**config.mk**
```make
export PLATFORM = sky130hd
export DESIGN_NAME = l1b_lsu_addr_gen
export DESIGN_NICKNAME = d
export VERILOG_FILES = /design/src/rtl/l1b_agen_pkg.sv /design/src/rtl/l1b_agen_loop_cnt.sv /design/src/rtl/l1b_lsu_addr_gen.sv
export SDC_FILE = /design/constraint.sdc
export NUM_CORES = 1
export LEC_CHECK = 0
export ABC_AREA = 0
export CAP_MARGIN = 20
export CORE_ASPECT_RATIO = 1.75
export CORE_MARGIN = 1
export CORE_UTILIZATION = 30
export CTS_CLUSTER_SIZE = 12
export DETAILED_ROUTE_END_ITERATION = 12
export HOLD_SLACK_MARGIN = 0.05
export PLACE_DENSITY_LB_ADDON = 0.2
export RECOVER_POWER = 100
export SLEW_MARGIN = 20
export SYNTH_ARGS = -nofsm -noshare
export SYNTH_HDL_FRONTEND = slang
export SYNTH_SLANG_ARGS = --single-unit
```
**constraint.sdc**
```tcl
create_clock -name clk -period 2.3 [get_ports clk]
set_clock_uncertainty 0.05 [all_clocks]
set_input_delay 0.46 -clock clk [delete_from_list [all_inputs] [get_ports clk]]
set_output_delay 0.46 -clock clk [all_outputs]
set_load 0.01 [all_outputs]
```
**src/rtl/l1b_agen_pkg.sv**
```systemverilog
// Shared types and default widths for the L1b LSU address generator.
package l1b_agen_pkg;

  localparam int unsigned AGEN_ADDR_WID   = 12;
  localparam int unsigned AGEN_CNT_WID    = 8;
  localparam int unsigned AGEN_STRIDE_WID = 12;

  typedef enum logic [1:0] {
    AGEN_IDLE = 2'd0,
    AGEN_RUN  = 2'd1,
    AGEN_DONE = 2'd2
  } agen_state_e;

  typedef struct packed {
    logic                       wr_en;
    logic [AGEN_ADDR_WID-1:0]   base;
    logic [AGEN_CNT_WID-1:0]    inner_num;
    logic [AGEN_CNT_WID-1:0]    outer_num;
    logic [AGEN_STRIDE_WID-1:0] inner_stride;
    logic [AGEN_STRIDE_WID-1:0] outer_stride;
  } agen_cmd_t;

endpackage

```
**src/rtl/l1b_agen_loop_cnt.sv**
```systemverilog
// 2-D beat counter: walks inner beats within a row, then steps to the next row base.
module l1b_agen_loop_cnt
  import l1b_agen_pkg::*;
#(
  parameter int unsigned ADDR_WID = AGEN_ADDR_WID,
  parameter int unsigned CNT_WID  = AGEN_CNT_WID
) (
  input  logic                clk,
  input  logic                rst,
  input  logic                load,
  input  logic                advance,
  input  logic [ADDR_WID-1:0] base_addr,
  input  logic [CNT_WID-1:0]  inner_num,
  input  logic [CNT_WID-1:0]  outer_num,
  input  logic [ADDR_WID-1:0] inner_step,
  input  logic [ADDR_WID-1:0] outer_step,
  output logic [ADDR_WID-1:0] cur_addr,
  output logic                last
);

  logic [CNT_WID-1:0]  i_cnt;
  logic [CNT_WID-1:0]  o_cnt;
  logic [ADDR_WID-1:0] row_base;
  logic [ADDR_WID-1:0] cur;
  logic [ADDR_WID-1:0] row_next;

  assign row_next = row_base + outer_step;
  assign cur_addr = cur;
  assign last     = (i_cnt == inner_num) && (o_cnt == outer_num);

  // Load on command accept; advance one beat per issued address, wrapping modulo address width.
  always_ff @(posedge clk) begin
    if (rst) begin
      i_cnt    <= '0;
      o_cnt    <= '0;
      row_base <= '0;
      cur      <= '0;
    end else if (load) begin
      i_cnt    <= '0;
      o_cnt    <= '0;
      row_base <= base_addr;
      cur      <= base_addr;
    end else if (advance) begin
      if (i_cnt < inner_num) begin
        i_cnt <= i_cnt + CNT_WID'(1);
        cur   <= cur + inner_step;
      end else if (o_cnt < outer_num) begin
        i_cnt    <= '0;
        o_cnt    <= o_cnt + CNT_WID'(1);
        row_base <= row_next;
        cur      <= row_next;
      end
    end
  end

endmodule

```
**src/rtl/l1b_lsu_addr_gen.sv**
```systemverilog
// Sequences one 2-D LSU command into a per-cycle stream of quad-word addresses for the L1b map stage.
module l1b_lsu_addr_gen
  import l1b_agen_pkg::*;
#(
  parameter int unsigned LSU_SYS_ADDR_WID = AGEN_ADDR_WID,
  parameter int unsigned CNT_WID          = AGEN_CNT_WID,
  parameter int unsigned STRIDE_WID       = AGEN_STRIDE_WID
) (
  input  logic                        clk,
  input  logic                        rst,
  input  logic                        cmd_valid,
  output logic                        cmd_ready,
  input  logic                        cmd_wr_en,
  input  logic [LSU_SYS_ADDR_WID-1:0] cmd_base_addr,
  input  logic [CNT_WID-1:0]          cmd_inner_num,
  input  logic [CNT_WID-1:0]          cmd_outer_num,
  input  logic [STRIDE_WID-1:0]       cmd_inner_stride,
  input  logic [STRIDE_WID-1:0]       cmd_outer_stride,
  input  logic                        cmd_abort,
  input  logic                        l1b_stall,
  output logic                        slsu_l1b_addr_valid,
  output logic                        slsu_l1b_wr_en,
  output logic [LSU_SYS_ADDR_WID-1:0] slsu_l1b_addr,
  output logic                        agen_busy,
  output logic                        agen_done
);

  agen_state_e state_q;
  agen_state_e state_d;
  logic        accept;
  logic        issue;
  logic        last;

  logic [CNT_WID-1:0]          inner_num_q;
  logic [CNT_WID-1:0]          outer_num_q;
  logic [STRIDE_WID-1:0]       inner_stride_q;
  logic [STRIDE_WID-1:0]       outer_stride_q;
  logic [LSU_SYS_ADDR_WID-1:0] cur_addr;

  // State register.
  always_ff @(posedge clk) begin
    if (rst) state_q <= AGEN_IDLE;
    else     state_q <= state_d;
  end

  // Next state plus accept/issue strobes; abort outranks stall, stall outranks issue.
  always_comb begin
    state_d = state_q;
    accept  = 1'b0;
    issue   = 1'b0;
    case (state_q)
      AGEN_IDLE: begin
        if (cmd_valid) begin
          accept  = 1'b1;
          state_d = AGEN_RUN;
        end
      end
      AGEN_RUN: begin
        if (cmd_abort) begin
          state_d = AGEN_IDLE;
        end else if (!l1b_stall) begin
          issue = 1'b1;
          if (last) state_d = AGEN_DONE;
        end
      end
      AGEN_DONE: state_d = AGEN_IDLE;
      default:   state_d = AGEN_IDLE;
    endcase
  end

  // Command latch: loop bounds and strides held for the life of the command.
  always_ff @(posedge clk) begin
    if (rst) begin
      inner_num_q    <= '0;
      outer_num_q    <= '0;
      inner_stride_q <= '0;
      outer_stride_q <= '0;
    end else if (accept) begin
      inner_num_q    <= cmd_inner_num;
      outer_num_q    <= cmd_outer_num;
      inner_stride_q <= cmd_inner_stride;
      outer_stride_q <= cmd_outer_stride;
    end
  end

  l1b_agen_loop_cnt #(
    .ADDR_WID (LSU_SYS_ADDR_WID),
    .CNT_WID  (CNT_WID)
  ) u_loop_cnt (
    .clk        (clk),
    .rst        (rst),
    .load       (accept),
    .advance    (issue),
    .base_addr  (cmd_base_addr),
    .inner_num  (inner_num_q),
    .outer_num  (outer_num_q),
    .inner_step (LSU_SYS_ADDR_WID'(inner_stride_q)),
    .outer_step (LSU_SYS_ADDR_WID'(outer_stride_q)),
    .cur_addr   (cur_addr),
    .last       (last)
  );

  // Beat output registers; address and write enable hold when no beat or command is taken.
  always_ff @(posedge clk) begin
    if (rst) begin
      slsu_l1b_addr_valid <= 1'b0;
      slsu_l1b_wr_en      <= 1'b0;
      slsu_l1b_addr       <= '0;
    end else begin
      slsu_l1b_addr_valid <= issue;
      if (issue)  slsu_l1b_addr  <= cur_addr;
      if (accept) slsu_l1b_wr_en <= cmd_wr_en;
    end
  end

  assign cmd_ready = (state_q == AGEN_IDLE);
  assign agen_busy = (state_q == AGEN_RUN) || (state_q == AGEN_DONE);
  assign agen_done = (state_q == AGEN_DONE);

endmodule
```
==> metrics.md, run 1 <==
| Metric | Value |
|---|---|
| Placer Congestion | `0.868` |
| CP Launch Type | `flip-flop` |
| H-tree lvl count | `3` |
| Fin. Hold Viols | `0` |
| Die Width | `101 µm` |
| Mapped Cells | `647` |
| Initial antenna violation count | `0` |
| Starting DRT DRC Count | `175` |
| DR WL/cell | `15.8 µm` |
| M1 wire length | `6260 µm` |
| Die Area | `0.0177 mm²` |
| Finished Cell Area | `0.00736 mm²` |
| Achievable Freq | `434 MHz` |
| # hold bufs at CTS | `0` |
| Share of cells above drive strength 1 | `22.8%` |
| Final WL | `15900 µm` |
| Clk sinks | `96` |
| Failing checks | `negative setup slack` |
| Initial core utilization | `30.5%` |
| Synth area leaders | `dfxtp_1 (37%), ha_1 (10%), nand2_1 (10%)` |
| Slowest stage delay, CP | `360 ps` |
| Clk slew on worst S/H paths | `70 ps` |
| Met3 WL post-DR | `377 µm` |
| # port buffers | `74` |
| Fin nets | `879` |
| Synthesized flop and latch total | `96` |
| DP HPWL | `12300 µm` |
| Largest net degree at the start of global routing | `36` |
| Worst vdd ir | `0.314 mV` |
| Longest Clk Path Bufs | `2` |
| Drt pass-1 iters | `4` |
| Cell Area, Synth | `0.00515 mm²` |
| Worst EP arrival | `2550 ps` |
| Max Used Layer | `met4` |
| Hold slack final | `408 ps` |
| Ports | `75` |
| CTS Root Cell | `clkbuf_16` |
| Area grow syn2layout | `43.0%` |
| Total grt overflow | `0` |
| Vias in the first global route | `5024` |
| Critical path, cell by cell | `inv_2 > ha_4 > nor2b_4 > o211ai_1 > a21oi_2 > buf_4 > a211oi_4 > buf_4 > nand3_4 > a311o_1 > nand2_1` |
| Clk_lat worst skew | `350 ps` |
| Synth warn | `0` |
| Core area | `0.0169 mm²` |
| Avg Cell Area, Syn | `7.96 µm²` |
| Post-synthesis sequential area ratio | `37.3%` |
| Max-cap check violation count | `0` |
| Crit Path Max Fanout | `4` |
| Pwr Total | `0.00465 W` |
| Status | `complete, but fails checks` |
| Top cell by count, worst path | `buf_4` |
| Crit end category | `flip-flop` |
| Worst slew margin | `61.7%` |
| Async set or reset register ratio after synthesis | `0%` |
| # diodes | `0` |
| Final setup viols | `1` |
| Synth area leader | `dfxtp_1` |
| Post-synth EDFFs | `0` |
| Cell Count, Final, Fillers Out | `1008` |
| PD cells | `632 mW/mm²` |
| CP max stage cell | `a211oi_4` |
| Hold Path Class | `reg -> reg` |
| Primary FF master, synth | `dfxtp_1` |
| Via count | `5023` |
| Fin crit share | `100%` |
| Static Leak | `2.87 nW` |
| Syn Nets | `750` |
| Commonest non-fill, non-tap cell in the layout | `nand2_1` |
| Worst Path Required | `2540 ps` |
| Synth unique cells | `57` |
| Fillers | `1743` |
| Met2 WL | `8740 µm` |
| Slew Viols, Final | `0` |
| Cts bufs inserted | `9` |
| Placed Instances | `977` |
| CP Class | `reg -> reg` |
| Most frequent cells in the layout | `nand2_1 (140), a21oi_1 (84), dfxtp_1 (80)` |
| Post-DP Area | `0.00654 mm²` |
| Yosys top cell area share | `37.3%` |
| Worst-margin pin slew | `575 ps` |
| Row count | `63` |
| RSZ-0062 raised after global routing | `yes` |
| Post-DRT Antenna Nets | `0` |
| Period minus WS final | `2300 ps` |
| Setup WS post-layout | `-3.84 ps` |
| Via-to-Cell Ratio | `4.98` |
| TritonCTS clock tree | `done` |
| Die height | `175 µm` |
| Total track usage | `18.3%` |
| Residual DRC | `0` |
| First-pass GRT wire length | `24900 µm` |
[registers in the layout, indices dropped and copies added (netlist names)]
name,flops
u_loop_cnt.row_base,12
state_q,2
inner_num_q,8
u_loop_cnt.cur_addr,12
u_loop_cnt.i_cnt,8
outer_stride_q,12
inner_stride_q,12
slsu_l1b_wr_en,1
outer_num_q,8
slsu_l1b_addr_valid,1
slsu_l1b_addr,12
u_loop_cnt.o_cnt,8
[metal layers]
layer / vias up / GRT usage, %
li1: 2507 / -
met1: 2397 / 19.9
met2: 91 / 34.4
met3: 28 / 2.55
met4: 0 / 8.21
met5: - / 0
[critical path: cells and delay by family (launching register included)]
family                   cells  cell delay (ps)
adder cells (fa/ha/maj)      1              210
buffers and inverters        3              390
flip-flops                   1              340
AO/OA/AOI/OAI                4             1030
AND/OR/NAND/NOR              3              230
[area by class of cell]
class / count / area [µm²] / share of cell area (%)
repair buffers: 148 / 1380 / 18.7
inverters: 27 / 101 / 1.38
flip-flops and latches: 96 / 1950 / 26.4
multi-input cells: 494 / 3360 / 45.7
clock buffers: 13 / 270 / 3.67
clock inverters: 3 / 23.8 / 0.323
well taps: 227 / 284 / 3.86
[worst paths after layout]
path | startpoint | endpoint | slack, ps | cells after the start
max | outer_num_q[1] | u_loop_cnt.cur_addr[2] | -4 | 11
min | slsu_l1b_addr[9] | slsu_l1b_addr[9] | 410 | 2
max reg2reg | outer_num_q[1] | u_loop_cnt.cur_addr[2] | -4 | 11
min reg2reg | slsu_l1b_addr[9] | slsu_l1b_addr[9] | 410 | 2
[per-stage QoR]
| stage | TNS, ps | utilization (%) | worst slack (ps) |
|---|---|---|---|
| after floorplan | 0 | - | 102 |
| after global placement | -11050 | 38.8 | -401 |
| after detailed placement | -12760 | 38.8 | -445 |
| after CTS | -130 | 42.0 | -59.8 |
| after global routing | -555 | 43.7 | -79.7 |
| final | -3.84 | 43.7 | -3.84 |
[timing repair]
action / CTS / global route
endpoints found under the hold margin: 0 / 0
resized for setup: 49 / 46
setup buffers: 6 / 10
endpoints found under the setup margin: 30 / 37
pin swaps: 19 / 34
[synth_stat cells, types with 7 or more instances]
master    instances
a21oi_1          95
xor2_1           13
o21bai_1          8
nand4_1           8
nor2b_1           7
nand3_1          13
dfxtp_1          96
clkbuf_1         19
a211oi_1          7
nor2_1           36
ha_1             43
nor3_1            7
nand2b_1          7
xnor2_1          15
nand2_1         143
a31oi_1          10
inv_1            27
[kinds of logic (layout without fill, tap and decap cells)]
logic type / Yosys count / in the layout / share of synthesized area, %
buf+inv: 57 / 191 / 4.57
simple gates: 246 / 246 / 21.1
xor+xnor: 28 / 28 / 4.76
flops: 96 / 96 / 37.3
fa+ha+maj: 45 / 45 / 11.2
compound gates: 175 / 175 / 21.0
[power breakdown]
group	total (W)	leakage, nW	switching, W	internal, W
registers	0.00189	0.793	0.000102	0.00179
logic	0.00125	1.93	0.000657	0.000593
clock network	0.00151	0.138	0.000680	0.000828
total	0.00465	2.87	0.00144	0.00321
No activity file was read; power rests on OpenSTA's default activity.
==> run 2, diff against run 1 <==
--- a/config.mk
+++ b/config.mk
@@ -7,7 +7,7 @@
 export LEC_CHECK = 0
 export ABC_AREA = 0
 export CAP_MARGIN = 20
-export CORE_ASPECT_RATIO = 1.75
+export CORE_ASPECT_RATIO = 0.8
 export CORE_MARGIN = 1
 export CORE_UTILIZATION = 30
 export CTS_CLUSTER_SIZE = 12
@@ -18,4 +18,5 @@
 export SLEW_MARGIN = 20
 export SYNTH_ARGS = -nofsm -noshare
 export SYNTH_HDL_FRONTEND = slang
+export SYNTH_HIERARCHICAL = 1
 export SYNTH_SLANG_ARGS = --single-unit
==> run 2 against run 1 <==
Net effect: the run now ends clean; die area grew 3.9%; register-to-register slack better by 60 ps; first-iteration DRC count rose by 45%; fmax increased by 2.7%; worst hold slack got worse by 5.6 ps; sequential share of layout area up 0.41 points; via count up 2.4%; worst setup slack improved by 60 ps; synthesized cell count grew 3.2%; flip-flop and latch count is the same; critical endpoint is now u_loop_cnt/cur_addr[8].
==> metrics.md, run 2 <==
| Metric | Value |
|---|---|
| Clk slew on worst S/H paths | `70 ps` |
| Synthesized flop and latch total | `96` |
| Fin nets | `885` |
| Worst vdd ir | `0.319 mV` |
| Die height | `122 µm` |
| Total track usage | `17.5%` |
| Cell Area, Synth | `0.00536 mm²` |
| CTS Root Cell | `clkbuf_16` |
| PD cells | `639 mW/mm²` |
| Area grow syn2layout | `34.3%` |
| Drt pass-1 iters | `5` |
| Core area | `0.0174 mm²` |
| Syn Nets | `771` |
| Synth warn | `6` |
| # hold bufs at CTS | `0` |
| Initial antenna violation count | `0` |
| H-tree lvl count | `3` |
| Mapped Cells | `668` |
| Top cell family by delay on the critical path | `compound AO/OA/AOI/OAI gates` |
| Ports | `75` |
| Setup TNS | `0 ps` |
| Worst slew margin | `41.6%` |
| RSZ-0062 raised after global routing | `yes` |
| Buffers plus inverters on the worst setup path | `1` |
| Post-synth EDFFs | `0` |
| Period minus WS final | `2240 ps` |
| Worst EP arrival | `2480 ps` |
| Worst Path Required | `2540 ps` |
| Share of cells above drive strength 1 | `17.3%` |
| Total grt overflow | `0` |
| CP max stage cell | `dfxtp_1` |
| Final setup viols | `0` |
| Primary FF master, synth | `dfxtp_1` |
| Vias in the first global route | `4920` |
| Fin. Hold Viols | `0` |
| Post-synthesis sequential area ratio | `35.9%` |
| Row count | `43` |
| Longest Clk Path Bufs | `2` |
| Status | `finished, final reports clean` |
| Fillers | `1778` |
| Cts bufs inserted | `9` |
| Via count | `5144` |
| Most frequent cells in the layout | `nand2_1 (127), a21oi_1 (89), dfxtp_1 (87)` |
| Top cell by count, worst path | `o31a_1` |
| Starting DRT DRC Count | `253` |
| Max-cap check violation count | `0` |
| Synth cell count leaders | `nand2_1 (127), dfxtp_1 (96), a21oi_1 (93), ha_1 (43), inv_1 (35)` |
| Synth area leader | `dfxtp_1` |
| Largest net degree at the start of global routing | `42` |
| Worst-margin pin slew | `876 ps` |
| Static Leak | `2.89 nW` |
| # port buffers | `74` |
| Post-DP Area | `0.00663 mm²` |
| Hold Path Class | `reg -> reg` |
| DP HPWL | `11900 µm` |
| CP Launch Type | `flip-flop` |
| Avg Cell Area, Syn | `8.02 µm²` |
| Die Area | `0.0184 mm²` |
| TritonCTS clock tree | `done` |
| Crit end category | `flip-flop` |
| Clk sinks | `96` |
| DR WL/cell | `15.6 µm` |
| Multi-input logic area | `0.00335 mm²` |
| Residual DRC | `0` |
| Clk_lat worst skew | `360 ps` |
| Slew Viols, Final | `0` |
| Achievable Freq | `446 MHz` |
| Crit Path Max Fanout | `4` |
| Final WL | `15800 µm` |
| First-pass GRT wire length | `25100 µm` |
| Placer Congestion | `0.856` |
| Yosys top cell area share | `35.9%` |
| Via-to-Cell Ratio | `5.08` |
| CP Class | `reg -> reg` |
| Slowest stage delay, CP | `360 ps` |
| # diodes | `0` |
| Critical path, cell by cell | `ha_1 > inv_1 > fa_2 > nor2b_2 > o31a_1 > o31a_1 > o211ai_1 > a211o_1 > o21ai_1` |
| Finished Cell Area | `0.00720 mm²` |
| Synth unique cells | `66` |
| Post-DRT Antenna Nets | `0` |
| Count leader, synth | `nand2_1` |
| Synth area leaders | `dfxtp_1 (36%), ha_1 (10%), nand2_1 (8.9%)` |
| Commonest non-fill, non-tap cell in the layout | `nand2_1` |
| Initial core utilization | `30.7%` |
| Die Width | `151 µm` |
| Fin crit share | `97.6%` |
| Sequential cell area | `0.00193 mm²` |
| Async set or reset register ratio after synthesis | `0%` |
==> run 2: cell types whose count changed in the layout (fill, tap and decap cells not counted), moves of 10 or more <==
cell             previous run  this run
clkdlybuf4s50_1            72        58
inv_1                      21        31
dlygate4sd3_1               0        15
buf_4                      63        52
nand2_1                   140       127
nor2_1                     35        25
o21ai_0                     3        22
==> run 2: path summary, 6_finish.rpt <==
| kind | depth (start not counted) | endpoint | start | slack, ps |
|---|---|---|---|---|
| setup reg to reg | 9 | u_loop_cnt/cur_addr[8] | u_loop_cnt/cur_addr[0] | 60 |
| hold reg to reg | 2 | outer_num_q[6] | outer_num_q[6] | 400 |
| hold / removal | 2 | outer_num_q[6] | outer_num_q[6] | 400 |
| setup / recovery | 9 | u_loop_cnt/cur_addr[8] | u_loop_cnt/cur_addr[0] | 60 |
==> run 2: logic make-up (layout without fill, tap and decap cells) <==
group	Yosys count	after routing	share of synthesized area, %
buffers and inverters	66	185	5.07
muxes	9	9	1.77
xor gates and xnor gates	11	11	1.80
DFF	96	96	35.9
AOI/OAI and AO/OA	210	210	24.4
adders and majority gates	45	45	10.8
and+or+nand+nor	231	231	20.3
==> run 2: tightest hold or removal path, cell delays in order, from the launching register on <==
cell and delay [ps]:
dfxtp_1 310, nand2_1 50, a21oi_1 50
==> run 2: metal layers <==
layer	GRT usage, %	up-vias	share of wire, %
met5	0	-	0
met4	4.38	0	0.86
met3	3.82	10	4.3
met2	27.0	120	44
met1	24.6	2404	51
li1	-	2610	-
==> run 2: per-stage QoR <==
step	hold slack [ps]	cells	power [W]	worst slack [ps]	utilization (%)
6_report	402	1012	0.00460	56.2	41.3
5_1_grt	420	1012	0.00486	-17.2	41.3
4_1_cts	407	1004	0.00459	2.06	40.0
3_5_place_dp	398	986	0.00303	-326	38.0
3_3_place_gp	394	986	0.00301	-281	38.0
2_1_floorplan	385	668	0.00257	18.9	-
==> run 2: area by class of cell <==
type	instances	area share (%)
inverters	36	1.88
multi-input cells	506	46.6
clock inverters	7	0.990
flip-flops and latches	96	26.8
well taps	225	3.91
repair buffers	133	16.7
clock buffers	9	3.13
==> run 2: timing repair <==
item	CTS	global route
setup buffers	2	8
gates resized for setup	6	47
pin swaps	3	26
endpoints found under the setup margin	17	35
gates cloned	0	0
==> run 2: power breakdown <==
group	leakage, nW	internal, W	total [W]	switching, W
clock	0.150	0.000845	0.00153	0.000681
sequential	0.789	0.00178	0.00187	0.0000862
combinational	1.95	0.000550	0.00121	0.000656
total	2.89	0.00318	0.00460	0.00142
